==> config.mk <==
export PLATFORM = sky130hd
export DESIGN_NAME = range_tracker
export DESIGN_NICKNAME = d
export VERILOG_FILES = /design/src/rtl/range_tracker_pkg.sv /design/src/rtl/mag_comp4.sv /design/src/rtl/range_tracker.sv
export SDC_FILE = /design/constraint.sdc
export NUM_CORES = 1
export LEC_CHECK = 0
export ABC_AREA = 0
export CORE_MARGIN = 2
export CORE_UTILIZATION = 28
export CTS_CLUSTER_DIAMETER = 200
export DETAILED_ROUTE_END_ITERATION = 10
export MAX_ROUTING_LAYER = met4
export PLACE_DENSITY = 0.56
export SLEW_MARGIN = 15
export SYNTH_ARGS = -nofsm -noshare
export SYNTH_HDL_FRONTEND = slang
export SYNTH_HIERARCHICAL = 1
export SYNTH_SLANG_ARGS = --single-unit
==> constraint.sdc <==
create_clock -name clk -period 4.3 [get_ports clk]
set_clock_uncertainty 0.1 [all_clocks]
set_input_delay 0.86 -clock clk [delete_from_list [all_inputs] [get_ports clk]]
set_output_delay 0.86 -clock clk [all_outputs]
set_load 0.01 [all_outputs]
==> src/rtl/range_tracker_pkg.sv <==
// ---------------------------------------------------------------------------
// range_tracker_pkg
// Shared definitions for the streaming min/max tracker:
//   SAMPLE_W - width of one unsigned sample
//   state_t  - tracker FSM encoding (EMPTY, TRACK, SAT)
// ---------------------------------------------------------------------------
package range_tracker_pkg;

   localparam int SAMPLE_W = 4;

   typedef enum logic [1:0] {
      EMPTY = 2'd0,
      TRACK = 2'd1,
      SAT   = 2'd2
   } state_t;

endpackage : range_tracker_pkg

==> src/rtl/mag_comp4.sv <==
// ---------------------------------------------------------------------------
// mag_comp4
// 4-bit unsigned magnitude comparator. Exactly one of eq/gt/lt is high for
// every input pair.
// Ports:
//   a, b  - unsigned operands
//   eq    - a == b
//   gt    - a >  b
//   lt    - a <  b
// ---------------------------------------------------------------------------
module mag_comp4
   import range_tracker_pkg::*;
(
   input  logic [SAMPLE_W-1:0] a,
   input  logic [SAMPLE_W-1:0] b,
   output logic                eq,
   output logic                gt,
   output logic                lt
);

   assign eq = (a == b);
   assign gt = (a >  b);
   assign lt = (a <  b);

endmodule : mag_comp4

==> src/rtl/range_tracker.sv <==
// ---------------------------------------------------------------------------
// range_tracker
// Streaming min/max tracker for unsigned 4-bit samples. Each accepted sample
// is compared against the registered extremes; the extremes, a saturating
// sample count and one-cycle replacement pulses are updated one cycle later.
// Ports:
//   clk, rst_n   - clock, asynchronous active-low reset
//   clr          - synchronous clear back to the empty state (beats in_valid)
//   in_valid     - in_data carries a sample this cycle
//   in_data      - unsigned sample
//   min_val      - running minimum
//   max_val      - running maximum
//   span         - max_val - min_val
//   range_valid  - at least one sample held since reset/clr
//   new_min      - one-cycle pulse, min_val replaced
//   new_max      - one-cycle pulse, max_val replaced
//   count        - accepted samples, saturating at all-ones
//   cnt_sat      - count is at all-ones
// ---------------------------------------------------------------------------
module range_tracker
   import range_tracker_pkg::*;
#(
   parameter int CNT_W = 8
) (
   input  logic                clk,
   input  logic                rst_n,
   input  logic                clr,
   input  logic                in_valid,
   input  logic [SAMPLE_W-1:0] in_data,
   output logic [SAMPLE_W-1:0] min_val,
   output logic [SAMPLE_W-1:0] max_val,
   output logic [SAMPLE_W-1:0] span,
   output logic                range_valid,
   output logic                new_min,
   output logic                new_max,
   output logic [CNT_W-1:0]    count,
   output logic                cnt_sat
);

   localparam logic [CNT_W-1:0] CNT_MAX = '1;
   localparam logic [CNT_W-1:0] CNT_ONE = CNT_W'(1);

   // Comparator slot 0 checks the sample against min, slot 1 against max.
   localparam int CMP_MIN = 0;
   localparam int CMP_MAX = 1;

   state_t              state_reg;
   logic [SAMPLE_W-1:0] min_reg;
   logic [SAMPLE_W-1:0] max_reg;
   logic                range_valid_reg;
   logic                new_min_reg;
   logic                new_max_reg;
   logic [CNT_W-1:0]    count_reg;
   logic                cnt_sat_reg;

   logic [SAMPLE_W-1:0] cmp_ref [2];
   logic [1:0]          cmp_eq;
   logic [1:0]          cmp_gt;
   logic [1:0]          cmp_lt;
   logic [CNT_W-1:0]    count_next;
   logic                accept;

   assign cmp_ref[CMP_MIN] = min_reg;
   assign cmp_ref[CMP_MAX] = max_reg;

   genvar gi;
   generate
      for (gi = 0; gi < 2; gi++) begin : g_cmp
         mag_comp4 u_cmp (
            .a  (in_data),
            .b  (cmp_ref[gi]),
            .eq (cmp_eq[gi]),
            .gt (cmp_gt[gi]),
            .lt (cmp_lt[gi])
         );
      end
   endgenerate

   // Only "below min" and "above max" drive updates; equality and the
   // opposite-direction results mean "hold", which is the default.
   logic unused_cmp;
   assign unused_cmp = ^{cmp_eq, cmp_gt[CMP_MIN], cmp_lt[CMP_MAX]};

   assign accept     = in_valid && !clr;
   assign count_next = count_reg + 1'b1;

   always_ff @(posedge clk or negedge rst_n) begin
      if (!rst_n) begin
         state_reg       <= EMPTY;
         min_reg         <= '0;
         max_reg         <= '0;
         range_valid_reg <= 1'b0;
         new_min_reg     <= 1'b0;
         new_max_reg     <= 1'b0;
         count_reg       <= '0;
         cnt_sat_reg     <= 1'b0;
      end else if (clr) begin
         state_reg       <= EMPTY;
         min_reg         <= '0;
         max_reg         <= '0;
         range_valid_reg <= 1'b0;
         new_min_reg     <= 1'b0;
         new_max_reg     <= 1'b0;
         count_reg       <= '0;
         cnt_sat_reg     <= 1'b0;
      end else begin
         // Pulses are single-cycle unless re-asserted below.
         new_min_reg <= 1'b0;
         new_max_reg <= 1'b0;
         if (accept) begin
            case (state_reg)
               EMPTY: begin
                  min_reg         <= in_data;
                  max_reg         <= in_data;
                  new_min_reg     <= 1'b1;
                  new_max_reg     <= 1'b1;
                  range_valid_reg <= 1'b1;
                  count_reg       <= CNT_ONE;
                  if (CNT_ONE == CNT_MAX) begin
                     state_reg   <= SAT;
                     cnt_sat_reg <= 1'b1;
                  end else begin
                     state_reg   <= TRACK;
                  end
               end
               TRACK, SAT: begin
                  if (cmp_lt[CMP_MIN]) begin
                     min_reg     <= in_data;
                     new_min_reg <= 1'b1;
                  end
                  if (cmp_gt[CMP_MAX]) begin
                     max_reg     <= in_data;
                     new_max_reg <= 1'b1;
                  end
                  // Count stops at all-ones; SAT just keeps tracking extremes.
                  if (state_reg == TRACK) begin
                     count_reg <= count_next;
                     if (count_next == CNT_MAX) begin
                        state_reg   <= SAT;
                        cnt_sat_reg <= 1'b1;
                     end
                  end
               end
               default: begin
                  state_reg <= EMPTY;
               end
            endcase
         end
      end
   end

   assign min_val     = min_reg;
   assign max_val     = max_reg;
   // Both extremes are zero while empty, so the difference is zero there too.
   assign span        = max_reg - min_reg;
   assign range_valid = range_valid_reg;
   assign new_min     = new_min_reg;
   assign new_max     = new_max_reg;
   assign count       = count_reg;
   assign cnt_sat     = cnt_sat_reg;

endmodule : range_tracker

# == Word-level counts from Yosys, hierarchy flattened ==
# Cells that the tools add are included.
# totals
register_bits,22
out_inout_bits,24
# op_classes
addsub,2
n_lt_le_gt_ge,2
n_eq_ne,7
mux,33
reduce_logical,16
# op_table
cell,count
two-way mux 4 bit,6
two-way mux 8 bit,3
case mux 4 bit (2 select lines),2
case mux 8 bit (2 select lines),1
two-way mux 1 bit,14
AND reduction 3 bit,4
nonzero test 2 bit,5
adder 8 x 1 -> 8 bit (second input constant),1
== test 8 bit (second input constant),1
two-way mux 2 bit,4
inequality test 3 x 2 -> 1 bit (second input constant),2
inequality test 3 bit (second input constant),2
greater-than comparator 4 bit,1
less-than comparator 4 bit,1
case mux 1 bit (2 select lines),2
case mux 2 bit (2 select lines),1
AND reduction 4 bit,1
subtractor 4 bit,1
nonzero test 3 bit,1
== test 2 x 1 -> 1 bit (second input constant),1
== test 2 bit (second input constant),1
zero test 2 bit,1
AND reduction 2 bit,1
OR reduction 2 bit,1
other kinds (2),2

# == Logic depth before layout (Yosys ltp) ==
# logic_depth
word_depth,7
ltp_mapped,9

# == Modules after synthesis ==
# Netlist, hierarchy kept.
# modules_own_cells
mod,instances,cells_per_inst,area_each_um2
range_tracker,1,130,1280.0
mag_comp4,2,16,128.9

# == Worst setup path before layout ==
# No wires, ideal clock.
# synth_timing
kind,input to register
from,in in_data[3]
to,reg min_reg[0] (netlist: min_val[0])
setup_ns,0.125
arrival_ns,2.236
required_time_ns,4.075
path_slack_ns,1.839
path_stages,8
n_path_buf,0
path_cell_list,ha_1 > nand2_1 > o21bai_4 > and2_1 > nand2_1 > nand2_1 > a21oi_1 > mux2_2
# synth_between
elab_chain_len,3
# synth_lines
item,line_no,source
start: declaration,range_tracker.sv:29,"input logic [SAMPLE_W-1:0] in_data,"
less-than comparator 4 bit,mag_comp4.sv:23,assign lt = (a < b);
named net cmp_lt[0],range_tracker.sv:59,logic [1:0] cmp_lt;
inequality test 3 x 2 -> 1 bit (no line),--,
AND reduction 3 bit (no line),--,
end signal: assignment,range_tracker.sv:113,min_reg <= in_data;
end signal: assignment,range_tracker.sv:128,min_reg <= in_data;
end: declaration,range_tracker.sv:48,logic [SAMPLE_W-1:0] min_reg;
# The timed path passes the listed nets, and every way through them passes these cells.
# A chain may end at the register's enable or synchronous reset.

# == Worst setup path after layout ==
# layout_timing
from,reg min_reg[1] (netlist: min_val[1])
to,out span[3]
# layout_between
elab_chain_len,1
# layout_lines
item,line_no,source
subtractor 4 bit,range_tracker.sv:155,assign span = max_reg - min_reg;
end: declaration,range_tracker.sv:32,"output logic [SAMPLE_W-1:0] span,"
# Every way passes these cells.

==> results.py <==
metrics = {
    "cts": {
        "clk_latency_ps": 260,
        "tritoncts": "built",
        "cts_resized": 0,
        "numCtsBuffers": 3,
        "clockBufferDepth": 2,
        "cts.htree.levels": 1,
        "hold_buffers": 0,
        "cts_setup_buffers": 0,
        "cts.sinks": 22,
        "clk_pin_slew_worst_paths_ps": 80,
        "cts-root-buf": "clkbuf_8",
    },
    "sta": {
        "setup_viol": 0,
        "fin_crit_sh": 0.710,
        "fin_ws_ps": 1250,
        "post-route-min-period_ps": 3050,
        "rsz0062_at_grt": "false",
        "relSlewSlack": 0.565,
        "max_freq_ghz": 0.327,
        "setup_tns_ps": 0,
        "whs_ps": 422,
        "drv_slew": 0,
        "hold_viol_final": 0,
        "tightest_slew_ps": 650,
    },
    "route": {
        "vias": 1146,
        "drt_iter0_drc": 50,
        "drc_errors": 0,
        "routed_wl_mm": 3.17,
        "first_pass_iters": 4,
        "route.antenna.remaining_nets": 0,
        "vias_per_cell": 4.42,
        "routedWlPerCell_um": 12.3,
    },
    "grt": {
        "grt_first_pass_wirelength_mm": 5.50,
        "antenna_found_initial": 0,
        "grt_pass1_vias": 1121,
        "grt_util_all_layers": 0.116,
        "grt_remaining_overflow": 0,
        "grt_max_degree": 23,
    },
    "synth": {
        "avgSynthCellArea_um2": 9.59,
        "postSynthCellCount": 158,
        "synth_nets": 184,
        "synth_area_mm2": 0.00152,
        "synth-warning-count": 6,
    },
    "final_layout": {
        "area_growth_pct": 29.6,
        "finalNetCount": 216,
        "seq_area_um2": 551,
        "diodes": 0,
        "final_area_mm2": 0.00196,
        "fillerInstances": 508,
        "postLayoutCoreUtil": 0.380,
        "largest_register_ffs": 8,
        "drive_gt1_frac": 0.122,
        "multi_input_area_um2": 881,
    },
    "setup_path": {
        "worst-setup-path-type": "flop to primary output",
        "cp.required_ps": 3340,
        "cp.arrival_ps": 2090,
        "cp-end-kind": "primary output",
        "cp_max_fo": 5,
        "start_kind": "flop",
    },
    "floorplan": {
        "die_area_mm2": 0.00602,
        "die_x_um": 77.6,
        "coreArea_mm2": 0.00517,
        "start_util": 0.293,
        "die_h_um": 77.6,
        "fp-row-count": 26,
        "ios": 32,
    },
    "placement": {
        "place.port_buffers": 31,
        "place_ws_ps": 1120,
        "gp_congestion": 0.743,
        "placed_area_mm2": 0.00190,
        "dpl.hpwl_mm": 2.42,
    },
    "power_and_ir_drop": {
        "p_per_area_mw_per_mm2": 316,
        "power_leakage_nw": 0.842,
        "irDropWorstVdd_uv": 153,
    },
    "flow_run": {
        "cap_violations": 0,
    },
    "status": {
        "outcome": "finished clean",
    },
    "worst_hold_path": {
        "min_path_type": "flop to flop",
    },
}
## layout by cell type, fill, tap and decap left out, types with 2 or more instances in the layout
| cell | count |
|---|---|
| inv_1 | 18 |
| a21oi_1 | 10 |
| nor2b_4 | 2 |
| dfrtp_1 | 22 |
| ha_1 | 17 |
| nor2b_1 | 6 |
| clkbuf_8 | 3 |
| mux2_2 | 8 |
| clkdlybuf4s50_1 | 30 |
| o21ai_1 | 5 |
| nand2b_1 | 4 |
| xnor2_1 | 5 |
| nand3_1 | 3 |
| nand2_1 | 10 |
| and3_1 | 2 |
| a21oi_2 | 2 |
| o31ai_1 | 3 |
| o21ai_0 | 8 |
| o21bai_4 | 2 |
| nor2_1 | 11 |
## report_power, final
part | internal, mW | switching (mW) | total, mW
Combinational | 0.104 | 0.0874 | 0.191
Sequential | 0.219 | 0.0145 | 0.234
Clock | 0.124 | 0.0703 | 0.195
## final cells by class
cell class	instances	share of cell area
Clock inverter	1	0.0153
Inverter	18	0.0344
Timing Repair Buffer	31	0.156
Clock buffer	3	0.0210
Sequential cell	22	0.280
Multi-Input combinational cell	114	0.449
Tap cell	70	0.0446
## per-stage QoR
stage | power [mW] | cells
after floorplan | 0.350 | 158
after global placement | 0.433 | 255
after detailed placement | 0.433 | 255
after CTS | 0.632 | 259
after global routing | 0.664 | 259
final | 0.620 | 259
## per-layer routing
layer	share of wire	track usage
met5	0	-
met4	0.0098	0.0375
met3	0.027	0.0198
met2	0.44	0.164
met1	0.52	0.168
## worst max-delay path, stage by stage (launching register included)
cell and delay [ps]:
dfrtp_1 450, inv_1 70, ha_1 290, a21o_1 180, a21oi_1 170, xnor2_1 130
clkdlybuf4s50_1 550
## path summary, 6_finish.rpt
kind,to,from,slack [ps],cells after the start
min in group asynchronous,count[3]$_DFFE_PN0P_,rst_n,450,1
max in group asynchronous,min_val[0]$_DFFE_PN0P_,rst_n,3310,1
min,range_valid$_DFFE_PN0P_,range_valid$_DFFE_PN0P_,420,2
min reg2reg,range_valid$_DFFE_PN0P_,range_valid$_DFFE_PN0P_,420,2
max reg2reg,count[5]$_DFFE_PN0P_,state_reg[1]$_DFFE_PN0P_,1930,7
max,span[3],min_val[1]$_DFFE_PN0P_,1250,6
Note: power is estimated with default switching activity, not from simulation.
